[src/rtl/bf_pkg.sv]
// rtl/bf_pkg.sv - shared opcode constants, run-controller states and ASCII decoder
// Contents: OP_* 3-bit opcodes used by both the boolfuck core and bf_run_ctrl,
//           bf_state_e controller states, ascii_to_op() returning {valid, op}.
package bf_pkg;

   localparam logic [2:0] OP_END   = 3'b000;
   localparam logic [2:0] OP_FLIP  = 3'b001;
   localparam logic [2:0] OP_LEFT  = 3'b010;
   localparam logic [2:0] OP_RIGHT = 3'b011;
   localparam logic [2:0] OP_READ  = 3'b100;
   localparam logic [2:0] OP_WRITE = 3'b101;
   localparam logic [2:0] OP_OPEN  = 3'b110;
   localparam logic [2:0] OP_CLOSE = 3'b111;

   typedef enum logic [2:0] {
      IDLE  = 3'd0,
      LOAD  = 3'd1,
      START = 3'd2,
      RUN   = 3'd3,
      FLUSH = 3'd4,
      DONE  = 3'd5,
      ERR   = 3'd6
   } bf_state_e;

   // Bit 3 flags a real opcode; any other byte is a comment.
   function automatic logic [3:0] ascii_to_op(input logic [7:0] c);
      case (c)
         8'h21:   ascii_to_op = {1'b1, OP_END};   // !
         8'h2B:   ascii_to_op = {1'b1, OP_FLIP};  // +
         8'h3C:   ascii_to_op = {1'b1, OP_LEFT};  // <
         8'h3E:   ascii_to_op = {1'b1, OP_RIGHT}; // >
         8'h2C:   ascii_to_op = {1'b1, OP_READ};  // ,
         8'h3B:   ascii_to_op = {1'b1, OP_WRITE}; // ;
         8'h5B:   ascii_to_op = {1'b1, OP_OPEN};  // [
         8'h5D:   ascii_to_op = {1'b1, OP_CLOSE}; // ]
         default: ascii_to_op = 4'b0000;
      endcase
   endfunction

endpackage

[src/rtl/bf_bit_packer.sv]
// rtl/bf_bit_packer.sv - packs core output bits LSB first into host bytes
// Ports: clk, rst_n (async), clr (sync); bit_valid/bit_data one bit per strobe;
//        flush emits a partial byte zero-padded; out_valid/out_ready/out_data
//        host byte stream; stall = byte held and not taken; empty = no bits buffered.
module bf_bit_packer (
   input  logic       clk,
   input  logic       rst_n,
   input  logic       clr,
   input  logic       bit_valid,
   input  logic       bit_data,
   input  logic       flush,
   input  logic       out_ready,
   output logic       out_valid,
   output logic [7:0] out_data,
   output logic       stall,
   output logic       empty
);

   logic [7:0] sh_q;
   logic [7:0] sh_nxt;
   logic [2:0] cnt_q;

   assign stall = out_valid && !out_ready;
   assign empty = (cnt_q == 3'd0);

   // Unwritten positions stay zero, so a flushed partial byte is already padded.
   always_comb begin
      sh_nxt        = sh_q;
      sh_nxt[cnt_q] = bit_data;
   end

   always_ff @(posedge clk or negedge rst_n) begin
      if (!rst_n) begin
         sh_q      <= 8'h00;
         cnt_q     <= 3'd0;
         out_valid <= 1'b0;
         out_data  <= 8'h00;
      end else if (clr) begin
         sh_q      <= 8'h00;
         cnt_q     <= 3'd0;
         out_valid <= 1'b0;
         out_data  <= 8'h00;
      end else begin
         if (out_valid && out_ready)
            out_valid <= 1'b0;
         // A completing byte overrides the clear above: host drained the old one this cycle.
         if (bit_valid) begin
            if (cnt_q == 3'd7) begin
               out_data  <= sh_nxt;
               out_valid <= 1'b1;
               sh_q      <= 8'h00;
               cnt_q     <= 3'd0;
            end else begin
               sh_q  <= sh_nxt;
               cnt_q <= cnt_q + 3'd1;
            end
         end else if (flush && !empty && !stall) begin
            out_data  <= sh_q;
            out_valid <= 1'b1;
            sh_q      <= 8'h00;
            cnt_q     <= 3'd0;
         end
      end
   end

endmodule

[src/rtl/bf_run_ctrl.sv]
// rtl/bf_run_ctrl.sv - boolfuck sequencer: program load, run control, bit I/O
// Ports: clk, rst_n (async), clear (sync return to IDLE);
//        in_valid/in_ready/in_data host bytes (program text, then run input);
//        out_valid/out_ready/out_data packed output bytes;
//        prg_we/prg_addr/prg_wdata program store writes; core_start run pulse;
//        core_halted, core_rd_req/ack/bit, core_wr_req/bit/ack core bit I/O;
//        prog_len opcode count, state debug view, err sticky load error.
module bf_run_ctrl
   import bf_pkg::*;
#(
   parameter int C = 8,
   parameter int S = 5
) (
   input  logic         clk,
   input  logic         rst_n,
   input  logic         clear,
   input  logic         in_valid,
   output logic         in_ready,
   input  logic [7:0]   in_data,
   output logic         out_valid,
   input  logic         out_ready,
   output logic [7:0]   out_data,
   output logic         prg_we,
   output logic [C-1:0] prg_addr,
   output logic [2:0]   prg_wdata,
   output logic         core_start,
   input  logic         core_halted,
   input  logic         core_rd_req,
   output logic         core_rd_ack,
   output logic         core_rd_bit,
   input  logic         core_wr_req,
   input  logic         core_wr_bit,
   output logic         core_wr_ack,
   output logic [C-1:0] prog_len,
   output logic [2:0]   state,
   output logic         err
);

   localparam logic [C-1:0] ADDR_MAX  = {C{1'b1}};
   localparam logic [S-1:0] DEPTH_MAX = {S{1'b1}};
   localparam logic [S-1:0] DEPTH_ONE = S'(1);
   localparam logic [C-1:0] ADDR_ONE  = C'(1);

   bf_state_e    state_q, state_d;
   logic [C-1:0] addr_q;
   logic [S-1:0] depth_q;
   logic [C-1:0] prog_len_q;
   logic [7:0]   in_buf_q;
   logic [3:0]   in_cnt_q;
   logic         rd_ack_q, wr_ack_q;
   logic [3:0]   dec;
   logic         pk_flush, pk_stall, pk_empty;

   assign state    = state_q;
   assign err      = (state_q == ERR);
   assign prg_addr = addr_q;
   assign prog_len = prog_len_q;
   assign core_rd_bit = core_rd_ack & in_buf_q[0];

   always_comb begin
      state_d     = state_q;
      in_ready    = 1'b0;
      prg_we      = 1'b0;
      prg_wdata   = 3'b000;
      core_start  = 1'b0;
      core_rd_ack = 1'b0;
      core_wr_ack = 1'b0;
      pk_flush    = 1'b0;
      dec         = ascii_to_op(in_data);
      if (!clear) begin
         case (state_q)
            IDLE: if (in_valid) state_d = LOAD;
            LOAD: begin
               in_ready = 1'b1;
               if (in_valid && dec[3]) begin
                  if (dec[2:0] == OP_END) begin
                     prg_we    = 1'b1;
                     prg_wdata = OP_END;
                     state_d   = (depth_q == '0) ? START : ERR;
                  end else if (dec[2:0] == OP_CLOSE && depth_q == '0) begin
                     state_d = ERR;
                  end else if (dec[2:0] == OP_OPEN && depth_q == DEPTH_MAX) begin
                     state_d = ERR;
                  end else if (addr_q == ADDR_MAX) begin
                     // Last slot is kept for the terminator.
                     state_d = ERR;
                  end else begin
                     prg_we    = 1'b1;
                     prg_wdata = dec[2:0];
                  end
               end
            end
            START: begin
               core_start = 1'b1;
               state_d    = RUN;
            end
            RUN: begin
               in_ready = (in_cnt_q == 4'd0);
               // The *_ack_q terms leave a gap cycle so the core can drop its request.
               core_rd_ack = core_rd_req && (in_cnt_q != 4'd0) && !rd_ack_q;
               core_wr_ack = core_wr_req && !pk_stall && !wr_ack_q;
               if (core_halted) state_d = FLUSH;
            end
            FLUSH: begin
               pk_flush = 1'b1;
               if (pk_empty && !out_valid) state_d = DONE;
            end
            default: ;
         endcase
      end
   end

   always_ff @(posedge clk or negedge rst_n) begin
      if (!rst_n) begin
         state_q    <= IDLE;
         addr_q     <= '0;
         depth_q    <= '0;
         prog_len_q <= '0;
         in_buf_q   <= 8'h00;
         in_cnt_q   <= 4'd0;
         rd_ack_q   <= 1'b0;
         wr_ack_q   <= 1'b0;
      end else if (clear) begin
         state_q    <= IDLE;
         addr_q     <= '0;
         depth_q    <= '0;
         prog_len_q <= '0;
         in_buf_q   <= 8'h00;
         in_cnt_q   <= 4'd0;
         rd_ack_q   <= 1'b0;
         wr_ack_q   <= 1'b0;
      end else begin
         state_q  <= state_d;
         rd_ack_q <= core_rd_ack;
         wr_ack_q <= core_wr_ack;
         if (state_q == IDLE && in_valid) begin
            addr_q  <= '0;
            depth_q <= '0;
         end
         if (prg_we) begin
            if (prg_wdata == OP_END) prog_len_q <= addr_q;
            else                     addr_q     <= addr_q + ADDR_ONE;
            if (prg_wdata == OP_OPEN)  depth_q <= depth_q + DEPTH_ONE;
            if (prg_wdata == OP_CLOSE) depth_q <= depth_q - DEPTH_ONE;
         end
         if (state_q == START) begin
            in_buf_q <= 8'h00;
            in_cnt_q <= 4'd0;
         end else if (state_q == RUN && in_valid && in_ready) begin
            in_buf_q <= in_data;
            in_cnt_q <= 4'd8;
         end else if (core_rd_ack) begin
            in_buf_q <= {1'b0, in_buf_q[7:1]};
            in_cnt_q <= in_cnt_q - 4'd1;
         end
      end
   end

   bf_bit_packer u_packer (
      .clk       (clk),
      .rst_n     (rst_n),
      .clr       (clear || state_q == START),
      .bit_valid (core_wr_ack),
      .bit_data  (core_wr_bit),
      .flush     (pk_flush),
      .out_ready (out_ready),
      .out_valid (out_valid),
      .out_data  (out_data),
      .stall     (pk_stall),
      .empty     (pk_empty)
   );

endmodule
[config.mk]
export PLATFORM = sky130hd
export DESIGN_NAME = bf_run_ctrl
export DESIGN_NICKNAME = d
export VERILOG_FILES = /design/src/rtl/bf_pkg.sv /design/src/rtl/bf_bit_packer.sv /design/src/rtl/bf_run_ctrl.sv
export SDC_FILE = /design/constraint.sdc
export NUM_CORES = 1
export LEC_CHECK = 0
export BUFFER_PORTS_ARGS = -buffer_cell sky130_fd_sc_hd__buf_2
export CELL_PAD_IN_SITES_DETAIL_PLACEMENT = 1
export CELL_PAD_IN_SITES_GLOBAL_PLACEMENT = 2
export CORE_ASPECT_RATIO = 0.7
export CORE_MARGIN = 1
export CORE_UTILIZATION = 30
export CTS_CLUSTER_DIAMETER = 150
export CTS_CLUSTER_SIZE = 12
export DETAILED_ROUTE_END_ITERATION = 7
export PLACE_DENSITY_LB_ADDON = 0.05
export SYNTH_ARGS = -nofsm -noshare
export SYNTH_HDL_FRONTEND = slang
export SYNTH_HIERARCHICAL = 1
export SYNTH_SLANG_ARGS = --single-unit
[constraint.sdc]
create_clock -name clk -period 3.85 [get_ports clk]
set_input_delay 0.385 -clock clk [delete_from_list [all_inputs] [get_ports clk]]
set_output_delay 0.385 -clock clk [all_outputs]
set_load 0.02 [all_outputs]
### After elaboration in Yosys (flattened, before gate mapping)

Cells that the tools add are included.

* flip-flop bits (word level): 58
* input port bits: 17

* reductions and logical operators: 38
* eq/ne operators: 26
* bitwise operators: 1
* add/sub/neg operators: 5
* $lt $le $gt $ge: 2
* muxes and demuxes: 78

Operators with widths (count)
* 8-bit 2-to-1 mux: 19
* 3-bit 2-to-1 mux: 21
* 8-bit by 6-bit == test with 1-bit output, second input constant: 6
* 4-bit case mux with 8 select lines: 1
* 5-bit 2-to-1 mux: 5
* 1-bit 2-to-1 mux: 24
* 3-bit == test, second input constant: 7
* 8-bit by 7-bit == test with 1-bit output, second input constant: 2
* 1-bit logical AND: 16
* 4-bit 2-to-1 mux: 4
* 3-bit case mux with 5 select lines: 1
* 3-bit logical NOT: 4
* 3-bit != test, second input constant: 4
* 8-bit by 1-bit adder with 8-bit output, second input constant: 1
* 8-bit bitwise mux: 1
* 8-bit == test, second input constant: 1
* 4-bit nonzero test: 2
* 3-bit by 2-bit == test with 1-bit output, second input constant: 2
* 1-bit logical NOT: 6
* 6-bit != test, second input constant: 1
* 6-bit AND reduction: 1
* 6-bit nonzero test: 1
* 5-bit by 1-bit adder with 5-bit output, second input constant: 1
* 5-bit == test, second input constant: 1
* other kinds (16): 18

### Logic depth before layout (Yosys ltp)

Gate-level depths: netlist of the first run.

* word-level depth: 15
* mapped depth: 10
* gate-level depth less buffers: 10

### By module

The synthesis of the first run kept the hierarchy.

Modules (own cells, without submodules)
* bf_run_ctrl: sequential area each 950.9 um2, cells each 282, times used 1, area an instance 2518.7 um2
* bf_bit_packer: sequential area each 500.5 um2, cells each 131, times used 1, area an instance 1242.4 um2

### Worst setup path after synthesis of the first run

Ideal clock, no wire load.

* path kind: flip-flop to flip-flop
* start point: register state_q[0] (netlist: state[0])
* end point: register u_packer.out_data[1]
* arrival: 3015 ps
* buffers on the path: 3
* stages on the path, launching flop included: 10
* setup time: 88 ps
* setup slack: 747 ps
* data required time: 3762 ps
* path through: dfrtp_1 -> clkbuf_1 -> nor2b_1 -> nand2_1 -> nor4_1 -> buf_2 -> a32o_4 -> buf_8 -> nor2_2 -> a211oi_2

RTL lines
* start: declaration: line bf_run_ctrl.sv:44 `bf_state_e state_q, state_d;`
* start signal: assignment: line bf_run_ctrl.sv:133 `state_q <= state_d;`
* 3-bit by 2-bit == test with 1-bit output *: line bf_run_ctrl.sv:71 `case (state_q)`
* 1-bit 2-to-1 mux *: line bf_run_ctrl.sv:71
* 1-bit 2-to-1 mux *: line bf_run_ctrl.sv:70 `if (!clear) begin`
* named net core_wr_ack: line bf_run_ctrl.sv:33 `output logic core_wr_ack,`
* 3-bit by 1-bit != test with 1-bit output (no source line), or another cell as far along
* 2-bit AND reduction (no source line) / 8-bit 2-to-1 mux (equally long branches)
* end signal: assignment: line bf_bit_packer.sv:49 `out_data <= sh_nxt;`
* end signal: assignment: line bf_bit_packer.sv:58 `out_data <= sh_q;`
* end: declaration: line bf_bit_packer.sv:14 `output logic [7:0] out_data,`

Mark *: on every way through the listed nets, which the timed path passes. The rest lies on a longest branch.
A chain may end at the register's enable or synchronous reset.

### Final worst setup path of the first run

* start point: register depth_q[0]
* end point: output port prg_we

* longest elaborated chain between the ends: 8

RTL lines
* start: declaration: line bf_run_ctrl.sv:46 `logic [S-1:0] depth_q;`
* start signal: assignment: line bf_run_ctrl.sv:143 `if (prg_wdata == OP_OPEN) depth_q <= depth_q + DEPTH_ONE;`
* start signal: assignment: line bf_run_ctrl.sv:144 `if (prg_wdata == OP_CLOSE) depth_q <= depth_q - DEPTH_ONE;`
* 5-bit == test: line bf_run_ctrl.sv:82 `end else if (dec[2:0] == OP_OPEN && depth_q == DEPTH_MAX) begin`
* 1-bit logical AND: line bf_run_ctrl.sv:82
* 1-bit 2-to-1 mux: line bf_run_ctrl.sv:82
* 1-bit 2-to-1 mux *: line bf_run_ctrl.sv:80 `end else if (dec[2:0] == OP_CLOSE && depth_q == '0) begin`
* 1-bit 2-to-1 mux *: line bf_run_ctrl.sv:76 `if (dec[2:0] == OP_END) begin`
* 1-bit 2-to-1 mux *: line bf_run_ctrl.sv:75 `if (in_valid && dec[3]) begin`
* 1-bit 2-to-1 mux *: line bf_run_ctrl.sv:71
* 1-bit 2-to-1 mux *: line bf_run_ctrl.sv:70
* end: declaration: line bf_run_ctrl.sv:23 `output logic prg_we,`

Every way passes the cells marked *; elsewhere a longest branch is shown, timed or not.

==> results.yml, run 1 <==
global_route:
  antenna_found_initial: 0
  use_met2: 0.266
  globalRouteMet3Util: 0.0420
  grt_pass1_wl_mm: 17.6
  use_met1: 0.256
  grt-ovfl-total: 0
  grt_max_degree: 38
  grt_busiest_layer: "met2"
  grt_pass1_vias: 3311
  grt_use_total: 0.177
timing:
  hold_viol: 0
  grt_setup_unrepaired: "false"
  fin_crit_sh: 0.851
  fmax_mhz: 305
  maxSlewHeadroom: 0.414
  setup_viol: 0
  fin_crit_ps: 3280
  hold_slack_ps: 169
  slew_violations: 0
  clock_skew_ps: 8.44
  worst_slew_pin_slew_ps: 879
  setup_tns_ps: 0
yosys:
  synth_edf_count: 0
  syn_nets: 439
  synth-main-ff-cell: "dfrtp_1"
  syn-mean-instance-area_sq_um: 9.11
  syn-instance-count: 413
  synthTopCellsByArea: "dfrtp_1 (39%), mux2i_1 (6.9%), nor2_1 (5.1%)"
  yosysWarningCount: 6
  synth_seq_area_share: 0.386
  syn_area_sq_um: 3760
  yosys.area.top_type: "dfrtp_1"
  ys_async_sr_fraction: 1.00
  synth_cell_type_count: 64
  synth_seq_cells: 58
  synth_top_area_frac: 0.386
final_layout:
  mostFrequentLayoutCells: "dfrtp_1 (58), buf_2 (54), nor2_1 (51)"
  register_area_sq_um: 1450
  design_area_sq_um: 4430
  syn_to_final_growth_pct: 17.7
  final_layout_size_suffix_gt1_frac: 0.231
  antenna_cells: 0
  layout_commonest_cell: "dfrtp_1"
  nets: 485
  fillCellCount: 1421
  multi_input_area_sq_um: 2120
clocking:
  cts_tree: "built"
  clkTransAtPathRegs_ps: 60
  cts.sinks: 58
  cts_buffer_depth: 2
  post_cts_buffers: 0
  htree_levels: 3
  cts_buffers: 9
  cts-root-buf: "clkbuf_16"
  cts_resized: 0
  clock_latency_ps: 330
  postCtsHoldBufs: 0
power:
  ir_drop_mv: 0.189
  p_leak_nw: 2.04
  powerDensity_nw_per_um2: 338
floorplan:
  rows: 33
  initial_core_util: 0.314
  die-height_microns: 95.7
  die_w_microns: 136
  fp.dieArea_sq_um: 13000
  core_sq_um: 12000
  io_pins: 55
outcome:
  status: "complete, no violations"
critical_path:
  cpLargestDelayFamily: "compound AO/OA/AOI/OAI gates"
  worst_setup_path_start_kind: "register"
  path_buf_inv: 4
  cp.arrival_ps: 2890
  crit_fanout: 6
  crit_required_ps: 3460
  max_stage_delay_ps: 670
  end_kind: "output port"
  critPathMostFrequentCell: "inv_1"
  critPathLaunch: "depth_q[0]"
  path_class: "reg -> out"
  r2r-start: "prg_addr[0]"
  path_cells: "inv_1 > ha_1 > nor4b_1 > inv_1 > a2111oi_1 > o31ai_1 > or3b_2 > inv_1 > buf_2"
  crit_slowest_cell: "a2111oi_1"
job:
  maxCapViolCount: 0
route:
  vias: 3226
  dr.pass1.iters: 4
  final_antenna_net_count: 0
  routed_via_density: 5.19
  drtIter0Drc: 192
  drcViolationCount: 0
  drt-wirelength-per-cell_microns: 17.0
  routed_wirelength_mm: 10.5
min_path:
  holdCritPathClass: "in -> async"
placement:
  placed_area_sq_um: 4130
  gp_congestion: 0.806
  numPortBuffers: 54
  post-dp-hpwl_mm: 7.52
## final cells by class
type / instances / area share
Clock buffer: 10 / 0.0517
Inverter: 19 / 0.0161
Timing Repair Buffer: 57 / 0.0661
Tap cell: 157 / 0.0444
Clock inverter: 6 / 0.0153
Multi-Input combinational cell: 314 / 0.479
Sequential cell: 58 / 0.328
## layer usage
| metal | up-vias | share of wire |
|---|---|---|
| li1 | 1572 | - |
| met1 | 1600 | 0.53 |
| met2 | 45 | 0.42 |
| met3 | 9 | 0.038 |
| met4 | 0 | 0.0069 |
| met5 | - | 0 |
## metrics by stage
| stage | std cells | util | power [mW] | setup WS, ps |
|---|---|---|---|---|
| finish | 621 | 0.370 | 1.50 | 572 |
| global route | 621 | 0.370 | 1.56 | 339 |
| CTS | 621 | 0.370 | 1.53 | 572 |
| detailed placement | 605 | 0.345 | 0.706 | 816 |
| global placement | 605 | 0.345 | 0.706 | 869 |
| floorplan | 413 | - | 0.665 | 747 |
## path summary, 6_finish.rpt
| check | to | slack, ps | depth (start not counted) |
|---|---|---|---|
| setup / recovery | prg_we | 570 | 9 |
| hold / removal | depth_q[3] | 170 | 1 |
| setup reg to reg | prg_addr[5] | 820 | 8 |
| hold reg to reg | prog_len[5] | 510 | 2 |
| max in group asynchronous | u_packer/sh_q[3] | 2830 | 2 |
| min in group clk | in_buf_q[7] | 390 | 3 |
## registers in the layout, indices dropped and copies added, names as in the netlist
register	cells
u_packer/out_valid	1
prog_len	8
prg_addr	8
rd_ack_q	1
in_buf_q	8
u_packer/sh_q	8
in_cnt_q	4
wr_ack_q	1
state	3
u_packer/cnt_q	3
depth_q	5
u_packer/out_data	8
## worst reg2reg max path, stage by stage (launching register included)
cell and delay, ps:
dfrtp_1 440, ha_1 250, nand3_1 150, nor3_1 120, or4bb_1 550, a21o_1 280
or4_4 660, and2_1 270, a21o_1 200
## Yosys cell counts, drive strengths merged (2+ instances only)
cell type and number:
a211oi 18, a21o 5, a21oi 29, a31oi 7
and2 2, and3 3, and3b 3, and4 3
and4bb 2, buf 12, clkbuf 10, dfrtp 58
ha 9, inv 19, mux2 4, mux2i 26
nand2 24, nand2b 13, nand3 17, nand4 4
nor2 54, nor2b 9, nor3 12, nor3b 3
nor4 4, nor4b 2, o211a 2, o211ai 5
o21ai 15, o2bb2ai 3, o31ai 2, or2 6
or3 3, or3b 2, xnor2 4, xor2 3
## kinds of logic after synthesis
group | after synthesis | share of synthesized area
and+or+nand+nor | 174 | 0.252
AOI/OAI and AO/OA | 94 | 0.180
DFF | 58 | 0.386
buffers and inverters | 41 | 0.0522
muxes | 30 | 0.0832
adders and majority gates | 9 | 0.0299
xor gates and xnor gates | 7 | 0.0163
## report_power, final
group | switching (mW) | internal [mW] | total [mW] | leakage [nW]
clock | 0.304 | 0.502 | 0.806 | 0.139
combinational | 0.0574 | 0.0223 | 0.0798 | 1.09
sequential | 0.00200 | 0.611 | 0.613 | 0.809
total | 0.364 | 1.13 | 1.50 | 2.04
Note: power is estimated with default switching activity, not from simulation.
==> inputs of run 2 (changes only) <==
Settings changed: CORE_ASPECT_RATIO 0.7 to 2, CORE_UTILIZATION 30 to 35.
==> results.yml, run 2 (synthesis results as in run 1) <==
job:
  maxCapViolCount: 0
global_route:
  antenna_found_initial: 0
  grt-ovfl-total: 0
  grt_max_degree: 41
  grt_pass1_vias: 3499
  grt_pass1_wl_mm: 17.8
  grt_use_total: 0.211
timing:
  fin_crit_ps: 3270
  hold_viol: 0
  worst_slew_pin_slew_ps: 1020
  maxSlewHeadroom: 0.317
  layout_setup_ws_ps: 578
  grt_setup_unrepaired: "false"
  slew_violations: 0
  fmax_mhz: 306
  setup_viol: 0
  setup_tns_ps: 0
  clock_skew_ps: 4.94
  fin_crit_sh: 0.850
critical_path:
  cp.arrival_ps: 2890
  crit_fanout: 6
  end_kind: "output port"
  worst_setup_path_start_kind: "register"
  reg2reg_slack_ps: 870
  path_class: "reg -> out"
  cp-endpoint: "prg_we"
  reg2reg_depth: 8
  crit_required_ps: 3460
  r2r-start: "prg_addr[0]"
  reg2reg_to: "prg_addr[6]"
  critPathLaunch: "depth_q[0]"
route:
  dr.pass1.iters: 4
  routed_wirelength_mm: 10.7
  vias: 3264
  final_antenna_net_count: 0
  drtIter0Drc: 75
  drcViolationCount: 0
  routed_via_density: 5.44
  drt-wirelength-per-cell_microns: 17.8
final_layout:
  mostFrequentLayoutCells: "dfrtp_1 (58), buf_2 (54), nor2_1 (51)"
  syn_to_final_growth_pct: 16.4
  nets: 484
  layout_commonest_cell: "dfrtp_1"
  design_area_sq_um: 4380
  antenna_cells: 0
  fillCellCount: 1260
  final_layout_size_suffix_gt1_frac: 0.231
floorplan:
  io_pins: 55
  die_w_microns: 75.3
  fp.dieArea_sq_um: 11200
  initial_core_util: 0.359
  die-height_microns: 149
  rows: 53
  core_sq_um: 10500
outcome:
  status: "complete, no violations"
clocking:
  cts_tree: "built"
  cts_buffers: 9
  cts_resized: 0
  post_cts_buffers: 0
  clock_latency_ps: 330
  htree_levels: 3
  cts-root-buf: "clkbuf_16"
  clkTransAtPathRegs_ps: 50
  cts_buffer_depth: 2
  cts.sinks: 58
  postCtsHoldBufs: 0
placement:
  gp_congestion: 0.817
  numPortBuffers: 54
  dp_slack_ps: 856
  placed_area_sq_um: 4100
  post-dp-hpwl_mm: 7.89
power:
  p_leak_nw: 2.02
  combPwrFrac: 0.055
  p_int_mw: 1.09
  powerDensity_nw_per_um2: 331
  net-switching-power_mw: 0.364
  clkPwrFrac: 0.522
  seq_power_share: 0.423
  ir_drop_mv: 0.199
  p_sw_frac: 0.251
min_path:
  holdCritPathClass: "in -> async"
run 2: changes by cell type in the layout (fill, tap and decap cells not counted), sizes merged:
cell	change
clkinv	-1
buf	-1
clkinvlp	+1
inv	+1
bufinv	-1
run 2: power by group through the flow:
stage	sequential, mW	clock (mW)	combinational, mW
global placement	0.624	0	0.0815
detailed placement	0.624	0	0.0824
global route	0.613	0.804	0.0890
finish	0.613	0.757	0.0790
floorplan	0.623	0	0.0419
CTS	0.613	0.778	0.0823
run 2: through the flow:
| step | std cells | power (mW) | hold WS (ps) | util |
|---|---|---|---|---|
| finish | 600 | 1.45 | 212 | 0.418 |
| global route | 600 | 1.51 | 326 | 0.418 |
| CTS | 600 | 1.47 | 275 | 0.418 |
| detailed placement | 584 | 0.706 | 517 | 0.391 |
| global placement | 584 | 0.705 | 499 | 0.391 |
| floorplan | 413 | 0.665 | 89.4 | - |
run 2: routing by layer:
metal | track usage | wire length, microns | vias up
met5 | 0 | 0 | -
met4 | 0.0741 | 207 | 0
met3 | 0.0379 | 251 | 18
met2 | 0.395 | 6040 | 47
met1 | 0.227 | 4190 | 1632
li1 | - | - | 1567
run 2: worst min path at each step:
stage,start,endpoint,slack (ps)
after floorplan,rst_n,depth_q[0],90
after global placement,prog_len[6],prog_len[6],500
after detailed placement,prog_len[4],prog_len[4],520
after CTS,rst_n,depth_q[3],280
after global routing,rst_n,depth_q[3],330
final,rst_n,depth_q[3],210
run 2: worst max-delay path, stage by stage, from the launching register on:
cell and delay, ps:
dfrtp_1 430, inv_1 80, ha_1 190, nor4b_1 410
inv_1 140, a2111oi_1 700, o31ai_1 170, or3b_2 240
inv_1 50, buf_2 150
run 2: layout make-up:
type / count / area, sq um / share of cell area
flip-flops and latches: 58 / 1450 / 0.331
clock buffers: 10 / 239 / 0.0546
clock inverters: 6 / 41.3 / 0.00943
well taps: 137 / 171 / 0.0391
inverters: 19 / 71.3 / 0.0163
repair buffers: 56 / 285 / 0.0651
multi-input cells: 314 / 2120 / 0.484
==> inputs of run 3 (changes only) <==
Settings changed: CORE_UTILIZATION 35 to 32.
Clock period 3.85 ns to 2.85 ns, I/O delays scaled along.
==> results.yml, run 3 (synthesis results as in run 1) <==
outcome:
  status: "complete, no violations"
timing:
  grt_setup_unrepaired: "false"
  layout_setup_ws_ps: 124
  worst_slew_pin_slew_ps: 746
  slew_violations: 0
  setup_viol: 0
  fin_crit_sh: 0.956
  maxSlewHeadroom: 0.503
  fin_crit_ps: 2730
  setup_tns_ps: 0
  hold_viol: 0
  fmax_mhz: 367
  clock_skew_ps: 6.97
route:
  vias: 3429
  drt-wirelength-per-cell_microns: 17.8
  dr.pass1.iters: 4
  final_antenna_net_count: 0
  routed_via_density: 5.37
  drcViolationCount: 0
  drtIter0Drc: 108
  routed_wirelength_mm: 11.3
floorplan:
  initial_core_util: 0.331
  die-height_microns: 155
  io_pins: 55
  die_w_microns: 78.7
  rows: 55
  fp.dieArea_sq_um: 12200
  core_sq_um: 11400
placement:
  numPortBuffers: 54
  dp_cells: 615
  gp_congestion: 0.724
  dp_slack_ps: 119
  post-dp-hpwl_mm: 8.47
final_layout:
  fillCellCount: 1379
  nets: 517
  layout.cells.non_filler: 638
  multi_input_area_sq_um: 2190
  syn_to_final_growth_pct: 25.1
  antenna_cells: 0
  register_area_sq_um: 1450
  final_layout_size_suffix_gt1_frac: 0.298
  mostFrequentLayoutCells: "dfrtp_1 (57), buf_2 (51), nor2_1 (49)"
  layout_commonest_cell: "dfrtp_1"
power:
  powerDensity_nw_per_um2: 415
  p_int_mw: 1.47
  combPwrFrac: 0.060
  net-switching-power_mw: 0.481
  ir_drop_mv: 0.291
  p_sw_frac: 0.247
  seq_power_share: 0.424
  p_leak_nw: 2.20
  clkPwrFrac: 0.516
global_route:
  grt_use_total: 0.201
  grt_pass1_wl_mm: 18.9
  grt-ovfl-total: 0
  antenna_found_initial: 0
  grt_pass1_vias: 3554
  grt_max_degree: 38
critical_path:
  crit_slowest_cell: "or4bb_1"
  path_class: "reg -> out"
  crit_required_ps: 2570
  crit_fanout: 6
  path_cells: "ha_2 > nand3_2 > nor3_2 > or4bb_1 > a21o_1 > buf_4 > or2_4 > nor2_2 > buf_4"
  path_buf_inv: 2
  cp.arrival_ps: 2440
  cpLargestDelayFamily: "simple AND/OR/NAND/NOR gates"
  crit_cells: 9
  critPathMostFrequentCell: "buf_4"
  max_stage_delay_ps: 510
  worst_setup_path_start_kind: "register"
  reg2reg_depth: 8
  end_kind: "output port"
clocking:
  cts_tree: "built"
  clkTransAtPathRegs_ps: 50
  cts_buffers: 9
  htree_levels: 3
  cts_buffer_depth: 2
  cts.sinks: 58
  clock_latency_ps: 330
  cts-root-buf: "clkbuf_16"
job:
  maxCapViolCount: 0
min_path:
  holdCritPathClass: "in -> reg"
  holdPathStages: 3
-- run 3: final cells by class --
| cell class | instances | area share |
|---|---|---|
| clock buffers | 11 | 0.0516 |
| clock inverters | 5 | 0.00638 |
| inverters | 19 | 0.0152 |
| multi-input cells | 314 | 0.465 |
| flip-flops and latches | 58 | 0.309 |
| well taps | 142 | 0.0378 |
| repair buffers | 89 | 0.115 |
-- run 3: path summary, 6_finish.rpt --
check	to	from	slack, ps
hold / removal	wr_ack_q	core_wr_req	210
min in group asynchronous	u_packer/out_data[3]	rst_n	460
setup / recovery	prg_wdata[2]	prg_addr[0]	120
max in group asynchronous	depth_q[0]	rst_n	1460
setup reg to reg	prg_addr[3]	prg_addr[0]	300
hold reg to reg	wr_ack_q	wr_ack_q	450
-- run 3: power by group through the flow --
| stage | clock [mW] | combinational [mW] | sequential, mW |
|---|---|---|---|
| 6_report | 1.01 | 0.118 | 0.827 |
| 5_1_grt | 1.07 | 0.132 | 0.826 |
| 4_1_cts | 1.04 | 0.121 | 0.827 |
| 3_5_place_dp | 0 | 0.119 | 0.841 |
| 3_3_place_gp | 0 | 0.118 | 0.841 |
| 2_1_floorplan | 0 | 0.0569 | 0.842 |
-- run 3: what timing repair did --
item,4_1_cts,5_1_grt
pin swaps,2,1
hold endpoints to repair,21,0
setup endpoints to repair,3,3
buffers inserted,4,2
resized for setup,9,9
hold buffers,1,0
-- run 3: routing by layer --
layer	track usage	vias up	wire (microns)
met3	0.0340	14	277
met2	0.388	55	6610
li1	-	1629	-
met1	0.211	1731	4250
met5	0	-	0
met4	0.0705	0	208
-- run 3: worst register-to-register path, delay by kind of cell (launching register included) --
family / cells / cell delay [ps]
AOI/OAI and AO/OA: 2 / 390
DFF: 1 / 380
and+or+nand+nor: 5 / 1470
adders and majority gates: 1 / 200
-- run 3: stage by stage --
| stage | utilization | power [mW] | cell area (sq um) | hold slack [ps] |
|---|---|---|---|---|
| finish | 0.414 | 1.95 | 4710 | 214 |
| global route | 0.414 | 2.03 | 4710 | 224 |
| CTS | 0.409 | 1.98 | 4650 | 206 |
| detailed placement | 0.379 | 0.960 | 4300 | 304 |
| global placement | 0.379 | 0.960 | 4300 | 294 |
| floorplan | - | 0.899 | 3770 | -10.6 |
